`src/rtl/mux_scan_seq_pkg.sv`:
```
// Shared definitions for the scanning selector: FSM state encodings.
package mux_scan_seq_pkg;

    // Scan sequencer states; encodings are fixed so that external
    // decoders and debug probes can rely on them.
    typedef enum logic [1:0] {
        ST_IDLE    = 2'd0,
        ST_DWELL   = 2'd1,
        ST_PRESENT = 2'd2,
        ST_DONE    = 2'd3
    } state_t;

endpackage

```
`src/rtl/mux_scan_seq_mux_slice.sv`:
```
// One selector channel: 2**SEL_W:1 multiplexer of DATA_W-bit words with an
// active-low strobe that forces the output to zero when high.
module mux_slice #(
    parameter int DATA_W = 1,
    parameter int SEL_W  = 2
) (
    input  logic [(2**SEL_W)*DATA_W-1:0] in_data,
    input  logic [SEL_W-1:0]             sel,
    input  logic                         g_n,
    output logic [DATA_W-1:0]            y
);

    // Select the addressed word unless the strobe is inactive.
    always_comb begin
        y = '0;
        if (!g_n) begin
            y = in_data[int'(sel)*DATA_W +: DATA_W];
        end
    end

endmodule

```
`src/rtl/mux_scan_seq.sv`:
```
// Registered multi-channel selector with manual mode and an auto-scan
// sequencer that sweeps all select codes and hands samples out via valid/ready.
module mux_scan_seq
    import mux_scan_seq_pkg::*;
#(
    parameter int DATA_W  = 1,
    parameter int SEL_W   = 2,
    parameter int NUM_CH  = 2,
    parameter int DWELL_W = 4
) (
    input  logic                                in_clk,
    input  logic                                in_rst,
    input  logic [NUM_CH*(2**SEL_W)*DATA_W-1:0] in_data,
    input  logic [SEL_W-1:0]                    in_sel,
    input  logic [NUM_CH-1:0]                   in_g_n,
    input  logic                                in_mode,
    input  logic                                in_start,
    input  logic [DWELL_W-1:0]                  in_dwell,
    input  logic                                in_ready,
    output logic [NUM_CH*DATA_W-1:0]            out_y,
    output logic [SEL_W-1:0]                    out_sel,
    output logic                                out_valid,
    output logic                                out_busy,
    output logic                                out_done
);

    localparam int NUM_IN = 2**SEL_W;
    localparam logic [SEL_W-1:0]   LAST_SEL = {SEL_W{1'b1}};
    localparam logic [DWELL_W-1:0] DWELL_ONE = DWELL_W'(1);

    state_t                    state_q, state_d;
    logic [SEL_W-1:0]          sel_cnt_q, sel_cnt_d;
    logic [DWELL_W-1:0]        dwell_cnt_q, dwell_cnt_d;
    logic [DWELL_W-1:0]        dwell_eff_q, dwell_eff_d;
    logic [NUM_CH*DATA_W-1:0]  y_q, y_d;
    logic [SEL_W-1:0]          osel_q, osel_d;
    logic                      valid_q, valid_d;
    logic                      busy_q, busy_d;
    logic                      done_q, done_d;

    logic [SEL_W-1:0]          cap_sel;
    logic [NUM_CH*DATA_W-1:0]  mux_y;

    genvar c;
    generate
        for (c = 0; c < NUM_CH; c++) begin : g_ch
            mux_slice #(
                .DATA_W (DATA_W),
                .SEL_W  (SEL_W)
            ) u_slice (
                .in_data (in_data[c*NUM_IN*DATA_W +: NUM_IN*DATA_W]),
                .sel     (cap_sel),
                .g_n     (in_g_n[c]),
                .y       (mux_y[c*DATA_W +: DATA_W])
            );
        end
    endgenerate

    // State and output registers; reset clears everything, aborting any scan.
    always_ff @(posedge in_clk) begin
        if (in_rst) begin
            state_q     <= ST_IDLE;
            sel_cnt_q   <= '0;
            dwell_cnt_q <= '0;
            dwell_eff_q <= '0;
            y_q         <= '0;
            osel_q      <= '0;
            valid_q     <= 1'b0;
            busy_q      <= 1'b0;
            done_q      <= 1'b0;
        end else begin
            state_q     <= state_d;
            sel_cnt_q   <= sel_cnt_d;
            dwell_cnt_q <= dwell_cnt_d;
            dwell_eff_q <= dwell_eff_d;
            y_q         <= y_d;
            osel_q      <= osel_d;
            valid_q     <= valid_d;
            busy_q      <= busy_d;
            done_q      <= done_d;
        end
    end

    // Next-state, counter and capture logic for manual and scan operation.
    always_comb begin
        state_d     = state_q;
        sel_cnt_d   = sel_cnt_q;
        dwell_cnt_d = dwell_cnt_q;
        dwell_eff_d = dwell_eff_q;
        y_d         = y_q;
        osel_d      = osel_q;
        valid_d     = valid_q;
        cap_sel     = sel_cnt_q;

        case (state_q)
            ST_IDLE: begin
                cap_sel = in_sel;
                if (!in_mode) begin
                    y_d     = mux_y;
                    osel_d  = in_sel;
                    valid_d = 1'b1;
                end else begin
                    valid_d = 1'b0;
                    if (in_start) begin
                        dwell_eff_d = (in_dwell == '0) ? DWELL_ONE : in_dwell;
                        dwell_cnt_d = (in_dwell == '0) ? DWELL_ONE : in_dwell;
                        sel_cnt_d   = '0;
                        state_d     = ST_DWELL;
                    end
                end
            end
            ST_DWELL: begin
                dwell_cnt_d = dwell_cnt_q - 1'b1;
                if (dwell_cnt_q == DWELL_ONE) begin
                    y_d     = mux_y;
                    osel_d  = sel_cnt_q;
                    valid_d = 1'b1;
                    state_d = ST_PRESENT;
                end
            end
            ST_PRESENT: begin
                // The handshake edge is the first dwell cycle of the next
                // code, keeping the sample pitch at dwell_eff with no stalls.
                cap_sel = sel_cnt_q + 1'b1;
                if (in_ready) begin
                    if (sel_cnt_q == LAST_SEL) begin
                        valid_d = 1'b0;
                        state_d = ST_DONE;
                    end else begin
                        sel_cnt_d = sel_cnt_q + 1'b1;
                        if (dwell_eff_q == DWELL_ONE) begin
                            y_d     = mux_y;
                            osel_d  = cap_sel;
                            valid_d = 1'b1;
                        end else begin
                            valid_d     = 1'b0;
                            dwell_cnt_d = dwell_eff_q - 1'b1;
                            state_d     = ST_DWELL;
                        end
                    end
                end
            end
            ST_DONE: begin
                sel_cnt_d = '0;
                state_d   = ST_IDLE;
            end
            default: begin
                state_d = ST_IDLE;
            end
        endcase

        busy_d = (state_d == ST_DWELL) || (state_d == ST_PRESENT);
        done_d = (state_d == ST_DONE);
    end

    assign out_y     = y_q;
    assign out_sel   = osel_q;
    assign out_valid = valid_q;
    assign out_busy  = busy_q;
    assign out_done  = done_q;

endmodule

```
`config.mk`:
```
export PLATFORM = sky130hd
export DESIGN_NAME = mux_scan_seq
export DESIGN_NICKNAME = d
export VERILOG_FILES = /design/src/rtl/mux_scan_seq_pkg.sv /design/src/rtl/mux_scan_seq_mux_slice.sv /design/src/rtl/mux_scan_seq.sv
export SDC_FILE = /design/constraint.sdc
export NUM_CORES = 1
export LEC_CHECK = 0
export ABC_AREA = 1
export BUFFER_PORTS_ARGS = -buffer_cell sky130_fd_sc_hd__buf_4
export CORE_UTILIZATION = 40
export DETAILED_ROUTE_END_ITERATION = 12
export SLEW_MARGIN = 20
export SYNTH_ARGS = -nofsm -noshare
export SYNTH_HDL_FRONTEND = slang
export SYNTH_HIERARCHICAL = 1
export SYNTH_SLANG_ARGS = --single-unit
```
`constraint.sdc`:
```
create_clock -name in_clk -period 5.5 [get_ports in_clk]
set_clock_uncertainty 0.1 [all_clocks]
set_input_delay 1.1 -clock in_clk [delete_from_list [all_inputs] [get_ports in_clk]]
set_output_delay 1.1 -clock in_clk [all_outputs]
set_load 0.02 [all_outputs]
```
# Word-level counts from Yosys, hierarchy flattened
# Index checks and enable logic that the tools add are counted.
[classes]
addsub = 3
mul = 0
div_mod_pow = 0
magnitude_cmp = 0
eq_ne = 17
shift = 2
muxes = 40
bitwise = 0
reduce_logical = 10
[op_table]
columns = ["op", "count"]
rows = [
  ["$mux W2", 20],
  ["$mux W4", 6],
  ["$pmux W2 S3", 3],
  ["$ne A2 B2 Y1 const B", 8],
  ["$pmux W4 S3", 1],
  ["$reduce_and A6 Y1", 2],
  ["$eq A2 B2 Y1 const B", 5],
  ["$eq A4 B1 Y1 const B", 2],
  ["$pmux W2 S4", 1],
  ["$shiftx A4 B3 Y1", 2],
  ["$sub A4 B1 Y4 const B", 2],
  ["$mux W1", 7],
  ["$reduce_and A3 Y1", 2],
  ["$reduce_bool A3 Y1", 2],
  ["$reduce_and A5 Y1", 1],
  ["$eq A2 B1 Y1 const B", 2],
  ["$logic_not A4 Y1", 1],
  ["$pmux W2 S2", 1],
  ["$pmux W1 S3", 1],
  ["$add A2 B1 Y2 const B", 1],
  ["$logic_not A2 Y1", 1],
  ["$logic_or A1 B1 Y1", 1],
]
[totals]
regBits = 19
latchBits = 0
mem_bits_rw = 0
rom_bits = 0
input_bits = 21
output_inout_bits = 7
memories = 0

# Logic depth before layout (Yosys ltp)
# Gate-level depths: netlist of run 1.
[depth]
word_depth = 8
ltp_mapped = 11

# Cells and area by module
# Netlist of run 1, hierarchy kept.
[by_module_without_submodules]
columns = ["module", "n_inst", "cells_per_inst", "area_each_um2"]
rows = [
  ["mux_scan_seq", 1, 189, 1280.0],
  ["mux_slice", 2, 13, 52.6],
]

# Worst setup path after synthesis of run 1
# No wires, ideal clock.
[synth_timing]
path_type = "in2reg"
start = "in in_ready"
end = "reg busy_q, in the netlist out_busy"
setup_ns = 0.128
arrival_ns = 1.904
required_ns = 5.272
setup_slack_ns = 3.369
stages = 8
n_path_buf = 0
cell_sequence = "inv_1 -> o21ai_1 -> nand3b_1 -> o21ai_1 -> inv_1 -> ha_1 -> inv_1 -> nor2_1"
[synth_via]
elab_chain_cells = 4
elab_cells_between_ends = 5
[synth_lines]
columns = ["item", "line_no", "rtl"]
rows = [
  ["from (decl)", "mux_scan_seq.sv:19", "input logic in_ready,"],
  ["$mux W2 *", "mux_scan_seq.sv:125", "if (in_ready) begin"],
  ["$pmux W2 S4 *", "mux_scan_seq.sv:95", "case (state_q)"],
  ["named net state_d[1]", "mux_scan_seq.sv:31", "state_t state_q, state_d;"],
  ["$eq A2 B1 Y1 / $eq A2 B2 Y1 (equally long branches)", "mux_scan_seq.sv:152", "busy_d = (state_d == ST_DWELL) || (state_d == ST_PRESENT);"],
  ["$logic_or A1 B1 Y1 *", "mux_scan_seq.sv:152", ""],
  ["named net busy_d", "mux_scan_seq.sv:38", "logic busy_q, busy_d;"],
  ["to (signal assigned)", "mux_scan_seq.sv:79", "busy_q <= busy_d;"],
  ["to (decl)", "mux_scan_seq.sv:38", ""],
]
# Mark *: on every way through the listed nets, which the timed path passes. The rest lies on a longest branch.
# A chain may end at the register's enable or synchronous reset.

# Worst setup path after layout of run 1
[layout_timing]
start = "reg state_q[0]"
end = "reg y_q[1], in the netlist out_y[1]"
[layout_via]
elab_chain_cells = 8
elab_cells_between_ends = 19
[layout_lines]
columns = ["item", "line_no", "rtl"]
rows = [
  ["from (decl)", "mux_scan_seq.sv:31", ""],
  ["from (signal assigned)", "mux_scan_seq.sv:72", "state_q <= state_d;"],
  ["$eq A2 B2 Y1 / $logic_not A2 Y1 (equally long branches)", "mux_scan_seq.sv:95", ""],
  ["$pmux W2 S2 *", "mux_scan_seq.sv:95", ""],
  ["named net cap_sel[0]", "mux_scan_seq.sv:41", "logic [SEL_W-1:0] cap_sel;"],
  ["$shiftx A4 B3 Y1 *", "mux_scan_seq_mux_slice.sv:17", "y = in_data[int'(sel)*DATA_W +: DATA_W];"],
  ["$mux W1 *", "mux_scan_seq_mux_slice.sv:16", "if (!g_n) begin"],
  ["named net mux_y[1]", "mux_scan_seq.sv:42", "logic [NUM_CH*DATA_W-1:0] mux_y;"],
  ["$mux W2", "mux_scan_seq.sv:131", "if (dwell_eff_q == DWELL_ONE) begin"],
  ["$mux W2", "mux_scan_seq.sv:126", "if (sel_cnt_q == LAST_SEL) begin"],
  ["$mux W2", "mux_scan_seq.sv:125", ""],
  ["$pmux W2 S3 *", "mux_scan_seq.sv:95", ""],
  ["to (signal assigned)", "mux_scan_seq.sv:76", "y_q <= y_d;"],
  ["to (decl)", "mux_scan_seq.sv:35", "logic [NUM_CH*DATA_W-1:0] y_q, y_d;"],
]
# Mark *: on every way through the listed nets, which the timed path passes. The rest lies on a longest branch. The select of a mux whose other input is x is not followed.

==> flow_summary.ini, run 1 <==
[yosys]
mapped_area_mm2 = 0.001385
yosys.area_share.adder = 0.1084
synth-warning-count = 6
synth_seq_area_share = 0.2746
synth.avg_cell_area_um2 = 6.442
combinational_family_with_the_most_area_after_synthesis = simple AND/OR/NAND/NOR gates
netlist-cell-type-count = 28
fraction_of_synthesized_cell_area_in_xor_and_xnor_cells = 0
post_synth_and_or_nand_nor_area_fraction = 0.2764
synth-compound-area-share = 0.2051
synth_cells = 215
post_synth_mux_area_share = 0
synth.ff_latch_count = 19
syn_nets = 248

[finish]
antennaDiodeCount = 0
areaGrowthSynthToFinish_pct = 19.42
n_fill_cell = 367
register_area_um2 = 380.4
post_route_cells_drive_above_1_share = 0.1728
multi_input_area_um2 = 817.0
top_library_cells_by_usage_in_the_layout_fill_and_taps_aside = 44 x sky130_fd_sc_hd__inv_1, 39 x sky130_fd_sc_hd__nand2_1, 27 x sky130_fd_sc_hd__buf_4, 25 x sky130_fd_sc_hd__nor2_1, 19 x sky130_fd_sc_hd__dfxtp_1
mostFrequentLayoutCell = sky130_fd_sc_hd__inv_1
non_filler_cells_in_the_finished_layout = 289
layout.nets = 277

[placement]
dp.cells = 285
port-buffer-count = 27
gp_congestion = 0.7844
dp_hpwl_um = 2436

[critical_path]
worstSetupEndpointType = flip-flop
worst_reg_to_reg_cells = 11
worstSetupStartpointType = flip-flop
worst-path-max-fanout = 14
critical_path.reg2reg.endpoint = out_y[1]
cp.arrival_ps = 2450
regToRegSetupSlack_ps = 3170
cp_data_required_time_ps = 5620
worstReg2RegStart = state_q[0]
timing.setup.critical_path_class = reg2reg

[route]
wl_per_cell_um = 10.66
drc = 0
wl_um = 3080
detail-route-antenna-nets = 0
drt_first_pass_iters = 4
drt_iter0_drc = 66
detailroute.via_count = 1377
drt-vias-per-instance = 4.765

[global_routing]
vias_in_the_first_global_route = 1186
global_route.usage.total = 0.1921
grt_overflow_total = 0
global_route_wire_length_before_repair_um = 5278
antenna_found_initial = 0
grt_max_degree = 15

[sta]
pins_over_slew_limit = 0
max_freq_ghz = 0.4288
timing.slew.headroom = 0.6179
setup_viol = 0
hold_viol = 0
worstMarginPinSlew_ps = 573.1
fin_tns_setup_ps = 0
setup_repair_after_global_routing_missed_its_margin = no
finalWorstPathRequiredPeriod_ps = 2332
final_min_period_over_clock_period = 0.4240

[power]
largest_voltage_drop_on_the_vdd_net_uv = 244.8
power_leakage_nw = 0.8485
powerDensity_mw_per_mm2 = 494.3

[die]
floorplan.initialDensity = 0.4151
core.rowCount = 21
top_level_ports = 28
core_mm2 = 0.003337
die_h_um = 60.85
die_x_um = 60.85
die-area_mm2 = 0.003702

[clock_tree]
clock_tree.buffer_depth = 2
cts_htree_levels = 1
tritoncts = done
clk_root_buffer_cell = sky130_fd_sc_hd__clkbuf_4
post_cts_resized = 0
clk_latency_ps = 310
tritoncts.num_buffers = 3
path_clk_slew_ps = 130
numClockSinks = 19
post_cts.repair.setup_buffers = 0
holdBufCountCts = 0

[worst_hold_path]
timing.hold.worst.start = out_valid
hold-path-cell-count = 2
whs_endpoint = out_valid
min_path_type = reg2reg

[run_status]
status = completed

[flow_run]
maxCapViolCount = 0
critical path, stage by stage (launching register included):
cell	delay, ps
sky130_fd_sc_hd__dfxtp_1	390
sky130_fd_sc_hd__inv_1	130
sky130_fd_sc_hd__ha_1	530
sky130_fd_sc_hd__inv_1	200
sky130_fd_sc_hd__nand3_1	140
sky130_fd_sc_hd__o211ai_1	220
sky130_fd_sc_hd__inv_1	130
sky130_fd_sc_hd__nand2_1	50
sky130_fd_sc_hd__nand3_1	60
sky130_fd_sc_hd__a21oi_1	70
sky130_fd_sc_hd__o21ai_0	160
sky130_fd_sc_hd__nor2_1	60
worst max-delay path by stage:
stage               start        to  slack, ps
3_5_place_dp    in_sel[0]  out_y[1]       3120
6_report       state_q[0]  out_y[1]       3170
2_1_floorplan    in_ready  out_busy       3370
4_1_cts        state_q[0]  out_y[1]       3190
3_3_place_gp    in_sel[0]  out_y[0]       3140
5_1_grt        state_q[0]  out_y[0]       2900
kinds of logic after synthesis:
logic type	Yosys count
AND/OR/NAND/NOR	88
AO/OA/AOI/OAI	48
flip-flops	19
adder cells (fa/ha/maj)	12
buffers and inverters	48
Yosys cell counts, drive strengths merged:
library cell  count  area [um2]
buf               1       11.26
o21ai            22       128.9
nand3b            1       7.510
o22ai             2       12.51
o211ai            2       15.01
a211oi            2       15.01
o21bai            1       7.510
nand2            41       158.9
a21oi            16       83.83
ha               12       150.1
a31oi             1       6.260
clkbuf            2       7.510
nand4             3       25.02
nor2             26       100.1
dfxtp            19       380.4
o21a              2       15.01
inv              45       168.9
or2               1       6.260
nand3            16       85.08
flip-flops by register name, indices dropped and copies added (netlist names):
name and count:
out_done 1, state_q 2, out_valid 1, sel_cnt_q 2, dwell_cnt_q 4, out_y 2
out_sel 2, out_busy 1, dwell_eff_q 4
power by group:
part | internal (mW) | leakage (nW) | switching (mW)
Clock | 0.0272 | 0.0177 | 0.0501
Combinational | 0.195 | 0.674 | 0.319
Sequential | 0.189 | 0.157 | 0.0378
Total | 0.411 | 0.849 | 0.407
area by class of cell:
cell class	instances	area share
tap	46	0.03480
clock buffer	3	0.01362
inverter	45	0.1021
clock inverter	1	0.003026
sequential	19	0.2300
timing repair buffer	27	0.1225
multi-input combinational	148	0.4939
layer usage:
metal / GRT usage / routed length, um
met2: 0.2967 / 1373
met4: 0.07143 / 47
met5: 0 / 0
met3: 0.02559 / 93
met1: 0.2714 / 1566
metrics by stage:
stage | total power, mW | worst slack [ps] | cell area (um2) | hold WS [ps] | util
global placement | 0.7429 | 3137 | 1627 | 357.7 | 0.4874
detailed placement | 0.7435 | 3124 | 1627 | 362.9 | 0.4874
global route | 0.9163 | 2903 | 1654 | 407.3 | 0.4957
floorplan | 0.6225 | 3369 | 1385 | 370.4 | -
finish | 0.8177 | 3168 | 1654 | 376.3 | 0.4957
CTS | 0.8227 | 3191 | 1654 | 381.7 | 0.4957
Note: power is estimated with default switching activity, not from simulation.
==> inputs of run 2 (changes only) <==
--- a/config.mk
+++ b/config.mk
@@ -5,7 +5,7 @@
 export SDC_FILE = /design/constraint.sdc
 export NUM_CORES = 1
 export LEC_CHECK = 0
-export ABC_AREA = 1
+export ABC_AREA = 0
 export BUFFER_PORTS_ARGS = -buffer_cell sky130_fd_sc_hd__buf_4
 export CORE_UTILIZATION = 40
 export DETAILED_ROUTE_END_ITERATION = 12
==> constraint.sdc (replaced) <==
create_clock -name in_clk -period 2.3 [get_ports in_clk]
set_clock_uncertainty 0.1 [all_clocks]
set_input_delay 0.46 -clock in_clk [delete_from_list [all_inputs] [get_ports in_clk]]
set_output_delay 0.46 -clock in_clk [all_outputs]
set_load 0.02 [all_outputs]
==> run 2 against run 1 <==
Critical path depth decreased by 3. Count of clock-buffer cells in the layout unchanged. Total power increased to 2.7 times the previous value. Largest power group unchanged.
==> flow_summary.ini, run 2 <==
[run_status]
status = completed

[finish]
fin_util = 0.5282
post_route_cells_drive_above_1_share = 0.2637
top_library_cells_by_usage_in_the_layout_fill_and_taps_aside = 33 x sky130_fd_sc_hd__buf_4, 18 x sky130_fd_sc_hd__dfxtp_1, 13 x sky130_fd_sc_hd__nor2_1, 12 x sky130_fd_sc_hd__a21oi_1, 12 x sky130_fd_sc_hd__ha_1
areaGrowthSynthToFinish_pct = 23.12
antennaDiodeCount = 0
layout.nets = 216
non_filler_cells_in_the_finished_layout = 226
leading_registers_by_flop_count = dwell_cnt_q x4, dwell_eff_q x4
mostFrequentLayoutCell = sky130_fd_sc_hd__buf_4

[die]
die-area_mm2 = 0.003563
core_mm2 = 0.003103
die_x_um = 59.69
floorplan.initialDensity = 0.4290
core.rowCount = 20
top_level_ports = 28
die_h_um = 59.69

[power]
largest_voltage_drop_on_the_vdd_net_uv = 471.8
cellInternalPower_mw = 1.194
power_leakage_nw = 0.6891
power.combinational.fraction = 0.677
p_switching_uw = 979.0
seq_power_share = 0.243
swShare = 0.4505
p_clk_frac = 0.080
finalPower_mw = 2.173
powerDensity_mw_per_mm2 = 1326

[worst_hold_path]
timing.hold.worst.start = in_dwell[1]
hold-path-cell-count = 3
min_path_type = in2reg
whs_endpoint = dwell_eff_q[1]

[sta]
worst_slack_ps = 187.0
finalWorstPathRequiredPeriod_ps = 2113
setup_viol = 0
hold_viol = 0
max_freq_ghz = 0.4733
worstMarginPinSlew_ps = 442.9
fin_tns_setup_ps = 0
pins_over_slew_limit = 0
setup_repair_after_global_routing_missed_its_margin = no
final_min_period_over_clock_period = 0.9187
timing.slew.headroom = 0.7041

[clock_tree]
numClockSinks = 19
tritoncts = done
clock_tree.buffer_depth = 2
clk_latency_ps = 300
cts_htree_levels = 1
clk_root_buffer_cell = sky130_fd_sc_hd__clkbuf_4
path_clk_slew_ps = 110
post_cts.repair.setup_buffers = 0
tritoncts.num_buffers = 3

[critical_path]
timing.critical_path.cells = inv_1, ha_1, nor2_1, a221o_1, mux4_2, nor2b_4, nand3_1, a21oi_1
worstSetupEndpointType = flip-flop
critical_path.reg2reg.endpoint = out_y[1]
timing.critical_path.slowest_cell_delay_ps = 520
worst-path-max-fanout = 5
worstReg2RegStart = state_q[1]
cp.arrival_ps = 2210
worst_reg_to_reg_cells = 8
crit_slowest_cell = sky130_fd_sc_hd__mux4_2
crit_path_start = state_q[1]
cp_data_required_time_ps = 2400
worstSetupStartpointType = flip-flop
timing.setup.critical_path_class = reg2reg
regToRegSetupSlack_ps = 190
dominant_delay_contributor_by_cell_family_on_the_critical_path = multiplexers
worstPathBufferInverterCount = 1

[yosys]
syn_nets = 184
post_synth_mux_area_share = 0.07895
yosys.area_share.adder = 0.1128
synth-compound-area-share = 0.2716
ys_async_sr_fraction = 0
synth.ff_latch_count = 19
synth.avg_cell_area_um2 = 8.816
post_synth_and_or_nand_nor_area_fraction = 0.1758
synth-warning-count = 6
ys_top_cells_by_area = sky130_fd_sc_hd__dfxtp_1 29%, sky130_fd_sc_hd__ha_1 11%, sky130_fd_sc_hd__a21oi_1 4.5%, sky130_fd_sc_hd__mux2i_1 4.5%, sky130_fd_sc_hd__nor2_1 3.7%
netlist.area_leader.share = 0.2857
number_of_synthesized_flops_with_an_enable_pin = 0
yosys.cell_count.top_type = sky130_fd_sc_hd__dfxtp_1
synth.cells.most_frequent = 19 x sky130_fd_sc_hd__dfxtp_1, 13 x sky130_fd_sc_hd__nor2_1, 12 x sky130_fd_sc_hd__a21oi_1, 12 x sky130_fd_sc_hd__ha_1, 10 x sky130_fd_sc_hd__inv_1
netlist-cell-type-count = 40
mapped_area_mm2 = 0.001331
combinational_family_with_the_most_area_after_synthesis = compound AO/OA/AOI/OAI gates
synth_cells = 151
synth_top_cell_by_area = sky130_fd_sc_hd__dfxtp_1
fraction_of_synthesized_cell_area_in_xor_and_xnor_cells = 0.02632
synth_seq_area_share = 0.2857
synth_top_flop_cell = sky130_fd_sc_hd__dfxtp_1

[route]
wl_um = 3177
detailroute.via_count = 1234
drt-vias-per-instance = 5.460
detail-route-antenna-nets = 0
drt_first_pass_iters = 4
wl_per_cell_um = 14.06
drc = 0
drt_iter0_drc = 22

[global_routing]
grt_max_degree = 24
globalRoute.busiestLayer = met2
grt_overflow_total = 0
grt.met1_usage = 0.2417
met2_use_gr = 0.3667
global_route.usage.total = 0.2036
global_route.usage.met3 = 0.02165
global_route_wire_length_before_repair_um = 5354
antenna_found_initial = 0
vias_in_the_first_global_route = 1199

[placement]
port-buffer-count = 27
detailedPlace.worstSlack_ps = 133.6
dp.cells = 222
dp_hpwl_um = 2540
gp_congestion = 0.9334

[flow_run]
maxCapViolCount = 0
## run 2: kinds of logic (layout without fill, tap and decap cells)
logic type	count (synthesis)	after routing
AO/OA/AOI/OAI	50	50
AND/OR/NAND/NOR	41	41
flip-flops	19	19
buffers and inverters	17	48
adder cells (fa/ha/maj)	12	12
multiplexers	8	8
XOR/XNOR	4	4
## run 2: metal layers
layer | vias up | share of wire
li1 | 623 | -
met1 | 569 | 0.45
met2 | 35 | 0.49
met3 | 7 | 0.047
met4 | 0 | 0.021
met5 | - | 0
## run 2: tightest hold or removal path, stage by stage
cell and delay, ps:
sky130_fd_sc_hd__buf_4 90, sky130_fd_sc_hd__mux2i_1 60, sky130_fd_sc_hd__nor2_1 70
## run 2: worst max-delay path by stage
stage                     to  slack (ps)  depth (start not counted)
global placement    out_y[1]         210                          8
global route        out_busy          70                          8
CTS                 out_y[1]         110                          8
finish              out_y[1]         190                          8
detailed placement  out_y[1]         130                          8
floorplan           out_y[0]         100                          9
## run 2: layout make-up
type / instances / area [um2]
fillers: 321 / 1464
well taps: 44 / 55.05
clock buffers: 3 / 22.52
flip-flops and latches: 19 / 381.6
inverters: 11 / 41.29
repair buffers: 33 / 247.7
clock inverters: 1 / 5.005
multi-input cells: 115 / 885.9
## run 2: power groups by stage
stage / clock network (mW) / logic [mW] / registers [mW]
floorplan: 0 / 1.02 / 0.578
global placement: 0 / 1.45 / 0.530
detailed placement: 0 / 1.47 / 0.536
CTS: 0.182 / 1.47 / 0.528
global route: 0.200 / 1.65 / 0.542
finish: 0.173 / 1.47 / 0.528
## run 2: timing repair
item,4_1_cts,5_1_grt
hold buffers,0,0
endpoints found under the setup margin,0,1
resized for setup,0,1
## run 2: through the flow
step | cell area, um2 | hold slack [ps]
3_5_place_dp | 1610 | 365.9
3_3_place_gp | 1610 | 363.7
4_1_cts | 1638 | 303.9
2_1_floorplan | 1331 | 367.1
5_1_grt | 1639 | 315.0
6_report | 1639 | 301.6
